==> src/rtl/cmac_tx_arbiter.sv <==
// Packet-granular round-robin arbiter feeding the CMAC axis_tx port.
// Ports: tx_clk/sys_reset_in/link_up, src0_*/src1_* AXI-Stream sources,
// tx_out_* AXI-Stream sink, pkt_count0/1, drop_count, busy.
module cmac_tx_arbiter #(
  parameter int DATA_W = 512
) (
  input  logic                tx_clk,
  input  logic                sys_reset_in,
  input  logic                link_up,

  input  logic [DATA_W-1:0]   src0_tdata,
  input  logic [DATA_W/8-1:0] src0_tkeep,
  input  logic                src0_tlast,
  input  logic                src0_tuser,
  input  logic                src0_tvalid,
  output logic                src0_tready,

  input  logic [DATA_W-1:0]   src1_tdata,
  input  logic [DATA_W/8-1:0] src1_tkeep,
  input  logic                src1_tlast,
  input  logic                src1_tuser,
  input  logic                src1_tvalid,
  output logic                src1_tready,

  output logic [DATA_W-1:0]   tx_out_tdata,
  output logic [DATA_W/8-1:0] tx_out_tkeep,
  output logic                tx_out_tlast,
  output logic                tx_out_tuser,
  output logic                tx_out_tvalid,
  input  logic                tx_out_tready,

  output logic [31:0]         pkt_count0,
  output logic [31:0]         pkt_count1,
  output logic [31:0]         drop_count,
  output logic                busy
);

  typedef enum logic [1:0] {
    IDLE = 2'd0,
    PASS = 2'd1,
    DROP = 2'd2
  } state_e;

  state_e      state_q, state_d;
  logic        grant_q, grant_d;
  logic        last_q, last_d;
  logic        busy_q;
  logic [31:0] cnt0_q, cnt0_d;
  logic [31:0] cnt1_q, cnt1_d;
  logic [31:0] drop_q, drop_d;

  logic sel_vld;
  logic sel_last;
  logic pick;
  logic rdy;
  logic vld;

  assign sel_vld  = grant_q ? src1_tvalid : src0_tvalid;
  assign sel_last = grant_q ? src1_tlast  : src0_tlast;

  // On a tie the source that did not win last time gets the grant.
  assign pick = (src0_tvalid & src1_tvalid) ? ~last_q : src1_tvalid;

  always_comb begin
    state_d = state_q;
    grant_d = grant_q;
    last_d  = last_q;
    cnt0_d  = cnt0_q;
    cnt1_d  = cnt1_q;
    drop_d  = drop_q;
    rdy     = 1'b0;
    vld     = 1'b0;
    unique case (state_q)
      IDLE: begin
        if (src0_tvalid | src1_tvalid) begin
          grant_d = pick;
          last_d  = pick;
          state_d = link_up ? PASS : DROP;
        end
      end
      PASS: begin
        vld = sel_vld;
        rdy = tx_out_tready;
        if (sel_vld & tx_out_tready & sel_last) begin
          if (grant_q) cnt1_d = cnt1_q + 32'd1;
          else         cnt0_d = cnt0_q + 32'd1;
          state_d = IDLE;
        end
      end
      DROP: begin
        rdy = 1'b1;
        if (sel_vld & sel_last) begin
          drop_d  = drop_q + 32'd1;
          state_d = IDLE;
        end
      end
      default: state_d = IDLE;
    endcase
  end

  always_ff @(posedge tx_clk) begin
    if (sys_reset_in) begin
      state_q <= IDLE;
      grant_q <= 1'b0;
      last_q  <= 1'b1;
      busy_q  <= 1'b0;
      cnt0_q  <= '0;
      cnt1_q  <= '0;
      drop_q  <= '0;
    end else begin
      state_q <= state_d;
      grant_q <= grant_d;
      last_q  <= last_d;
      busy_q  <= (state_d != IDLE);
      cnt0_q  <= cnt0_d;
      cnt1_q  <= cnt1_d;
      drop_q  <= drop_d;
    end
  end

  // Handshakes are masked during reset so no beat moves while state clears.
  assign src0_tready   = rdy & ~grant_q & ~sys_reset_in;
  assign src1_tready   = rdy &  grant_q & ~sys_reset_in;
  assign tx_out_tvalid = vld & ~sys_reset_in;

  assign tx_out_tdata = grant_q ? src1_tdata : src0_tdata;
  assign tx_out_tkeep = grant_q ? src1_tkeep : src0_tkeep;
  assign tx_out_tlast = grant_q ? src1_tlast : src0_tlast;
  assign tx_out_tuser = grant_q ? src1_tuser : src0_tuser;

  assign pkt_count0 = cnt0_q;
  assign pkt_count1 = cnt1_q;
  assign drop_count = drop_q;
  assign busy       = busy_q;

endmodule
==> config.mk <==
export PLATFORM = sky130hd
export DESIGN_NAME = cmac_tx_arbiter
export DESIGN_NICKNAME = d
export VERILOG_FILES = /design/src/rtl/cmac_tx_arbiter.sv
export SDC_FILE = /design/constraint.sdc
export NUM_CORES = 1
export LEC_CHECK = 0
export ABC_AREA = 1
export ABC_CLOCK_PERIOD_IN_PS = 1600
export BUFFER_PORTS_ARGS = -buffer_cell sky130_fd_sc_hd__buf_2
export CAP_MARGIN = 20
export CELL_PAD_IN_SITES_DETAIL_PLACEMENT = 1
export CELL_PAD_IN_SITES_GLOBAL_PLACEMENT = 2
export CORE_AREA = 10 10 699 701
export CTS_BUF_LIST = sky130_fd_sc_hd__clkbuf_16
export DETAILED_ROUTE_END_ITERATION = 10
export DIE_AREA = 0 0 709 711
export MAX_ROUTING_LAYER = met4
export PLACE_DENSITY = 0.38
export SYNTH_ARGS = -nofsm -noshare
export SYNTH_HDL_FRONTEND = slang
export SYNTH_SLANG_ARGS = --single-unit
==> constraint.sdc <==
create_clock -name tx_clk -period 1.6 [get_ports tx_clk]
set_clock_uncertainty 0.15 [all_clocks]
set_input_delay 0.08 -clock tx_clk [delete_from_list [all_inputs] [get_ports tx_clk]]
set_output_delay 0.08 -clock tx_clk [all_outputs]
set_load 0.02 [all_outputs]
==> results_dict.tcl <==
set metrics [dict create \
    outcome "complete, but fails checks" \
    violations "negative setup slack" \
    cp.buffers_inverters 6 \
    tightest_slew_ns 0.580 \
    tns_ns -404.78 \
    netlist_area_mm2 0.0129 \
    drive_gt1_share_pct 59.8 \
    muxShareOfSynthArea_pct 0 \
    grt_pass1_wl_um 535000 \
    nets 6309 \
    dpl.hpwl_um 432000 \
    dieWidth_um 709 \
    clk_latency_ns 0.42 \
    synth-adder-area-share_pct 0.680 \
    cts_buffers 9 \
    die-area_mm2 0.504 \
    cp.required_ns 1.37 \
    area_delta_synth_final_pct 250 \
    ctsLongestPathBuffers 2 \
    wl_met1_um 192000 \
    dr_wl_met3_um 33900 \
    synthCells 2823 \
    dr.pass1.iters 5 \
    num_vias 30984 \
    grt_pass1_vias 31460 \
    holdCritStartpoint "sys_reset_in" \
    synth_area_per_cell_um2 4.56 \
    met2_length_um 231000 \
    max_freq_ghz 0.429 \
    finalHoldViolCount 0 \
    fp.dieH_um 711 \
    synth.distinct_cells 36 \
    path_delay_family "buffers and inverters" \
    highest_layer "met4" \
    fin_crit_sh_pct 146 \
    cap_violations 0 \
    synth-simple-area-share_pct 71.1 \
    yosys_warnings 0 \
    syn_nets 3992 \
    grt_max_degree 48 \
    io_buffers 1839 \
    finalSetupViolCount 680 \
    critical_path_class "flip-flop to primary output" \
    fillers 57234 \
    rows 253 \
    maxSlewViolCount 0 \
    hold_class "input pin to flip-flop" \
    power_mw 26.9 \
    grt-ovfl-total 0 \
    cp_slowest_cell "dfxtp_4" \
    cp-start-kind "flip-flop" \
    drc 0 \
    clk_pin_slew_ns 0.10 \
    synth-xor-area-share_pct 1.29 \
    ys_seq_area_share_pct 15.7 \
    start_util_pct 2.72 \
    wl_um 467000 \
    critPathCaptureType "primary output" \
    cp_max_fo 8 \
    drtIter0Drc 1721 \
    ctsRootBufferMaster "clkbuf_16" \
    crit_top_cell "buf_12" \
    post_drt_via_cell_ratio 2.68 \
    power.leakage_nw 21.0 \
    synth_seq_cells 101 \
    fin_ws_ns -0.729 \
    numClockSinks 101 \
    drtAntennaViolNets 0 \
    slew_headroom_pct 61.0 \
    slowest_delay_ns 0.37 \
    ir_drop_v 0.000633 \
    cp-startpoint "grant_q$_SDFFE_PP0P_" \
    h-tree-depth 3 \
    grt.total_usage_pct 18.0 \
    wire_per_inst_um 40.3 \
    core_area_mm2 0.474 \
    ios 1840 \
    whs_ns 0.0161 \
    rsz0062_at_grt "true" \
    cts_tree "built" \
    synth-compound-area-share_pct 3.28 \
    period_minus_slack_ns 2.33 \
    power_density_mw_per_mm2 596 \
    synth_top_family_by_area "simple AND/OR/NAND/NOR gates" \
    worst_ep_arrival_time_ns 2.10 \
    gp_congestion 1.01 \
    grt_antenna_before_repair 499 \
    worstPathCellList "buf_12, clkinv_16, buf_16, buf_12, clkbuf_16, nand2_2, nand2_1, buf_2" \
    r2r_start "grant_q$_SDFFE_PP0P_" \
]
Yosys cell counts (all sizes together):
cell    number  area (um2)
inv         99         372
clkinv       2        12.5
and2         2        12.5
ha           7        87.6
buf         65         332
nand3       60         323
nor2       214         848
nand4       16         113
nor3b        3        22.5
xnor2        5        43.8
o211ai       2        15.0
clkbuf      82         308
o21ai       22         110
a31oi        2        12.5
nor4         1        6.26
a21oi       45         225
dfxtp      101        2020
xor2        14         123
nand2     2053        7720
a211oi       1        7.51
o21bai       5        37.5
o21a         2        15.0
nor3        20         110
cell type report:
class | instances | area [um2] | share of cell area [%]
timing repair inverter | 1 | 20.0 | 0.0444
clock inverter | 7 | 67.6 | 0.150
inverter | 101 | 410 | 0.910
multi-input combinational | 2475 | 13300 | 29.5
sequential | 101 | 2040 | 4.53
antenna | 189 | 473 | 1.05
tap | 6247 | 7820 | 17.3
clock buffer | 9 | 225 | 0.500
timing repair buffer | 2451 | 20700 | 46.0
placed cells by master, fill, tap and decap left out, drive strengths merged, types with 5 or more instances in the layout:
master | netlist | routed
buf | 65 | 2422
nand2 | 2053 | 2053
nor2 | 214 | 214
diode | 0 | 189
inv | 99 | 102
dfxtp | 101 | 101
nand3 | 60 | 61
a21oi | 45 | 45
clkbuf | 82 | 30
o21ai | 22 | 22
nor3 | 20 | 20
nand4 | 16 | 16
xor2 | 14 | 14
ha | 7 | 7
o21bai | 5 | 5
xnor2 | 5 | 5
flip-flops by register name, indices dropped and copies added, names as in the netlist:
register	cells
pkt_count0	32
grant_q	1
last_q	1
drop_count	32
busy	1
pkt_count1	32
state_q	2
power by group:
part	internal (mW)	switching (mW)	total [mW]	leakage (nW)
Clock	1.10	1.46	2.55	0.134
Combinational	8.41	13.4	21.8	20.0
Sequential	2.53	0.0134	2.55	0.822
routing by layer:
layer,track usage [%],vias to the layer above
met4,1.64,0
met3,4.83,770
met1,21.1,14740
met2,31.8,2066
li1,-,13408
met5,-,-
cell families after synthesis:
group           Yosys count
compound gates           79
flops                   101
xor+xnor                 19
buf+inv                 248
simple gates           2369
fa+ha+maj                 7
tightest hold or removal path, cell delays in order:
cell    delay (ns)
buf_2         0.15
buf_12        0.20
nor2_1        0.12
per-stage QoR:
| step | worst slack, ns | instance area, um2 | util [%] | std cells |
|---|---|---|---|---|
| after floorplan | -0.0425 | 12900 | - | 2823 |
| after global placement | -0.921 | 36700 | 7.75 | 11237 |
| after detailed placement | -0.912 | 36700 | 7.75 | 11237 |
| after CTS | -0.773 | 42300 | 8.93 | 11353 |
| after global routing | -0.790 | 45000 | 9.50 | 11558 |
| final | -0.729 | 45100 | 9.51 | 11581 |
worst paths after layout:
kind / endpoint / slack [ns] / depth (start not counted)
setup / recovery: tx_out_tdata[413] / -0.73 / 8
hold / removal: pkt_count1[13]$_SDFFE_PP0P_ / 0.02 / 3
hold reg to reg: last_q$_SDFFE_PP1P_ / 0.32 / 2
setup reg to reg: pkt_count0[9]$_SDFFE_PP0P_ / -0.60 / 13
timing repair:
item,4_1_cts,5_1_grt
hold endpoints to repair,4,0
buffers inserted,69,24
hold buffers,4,0
setup endpoints to repair,681,681
pin swaps,88,39
cloned,36,20
gates resized for setup,965,532
(Power assumes the default switching activity.)
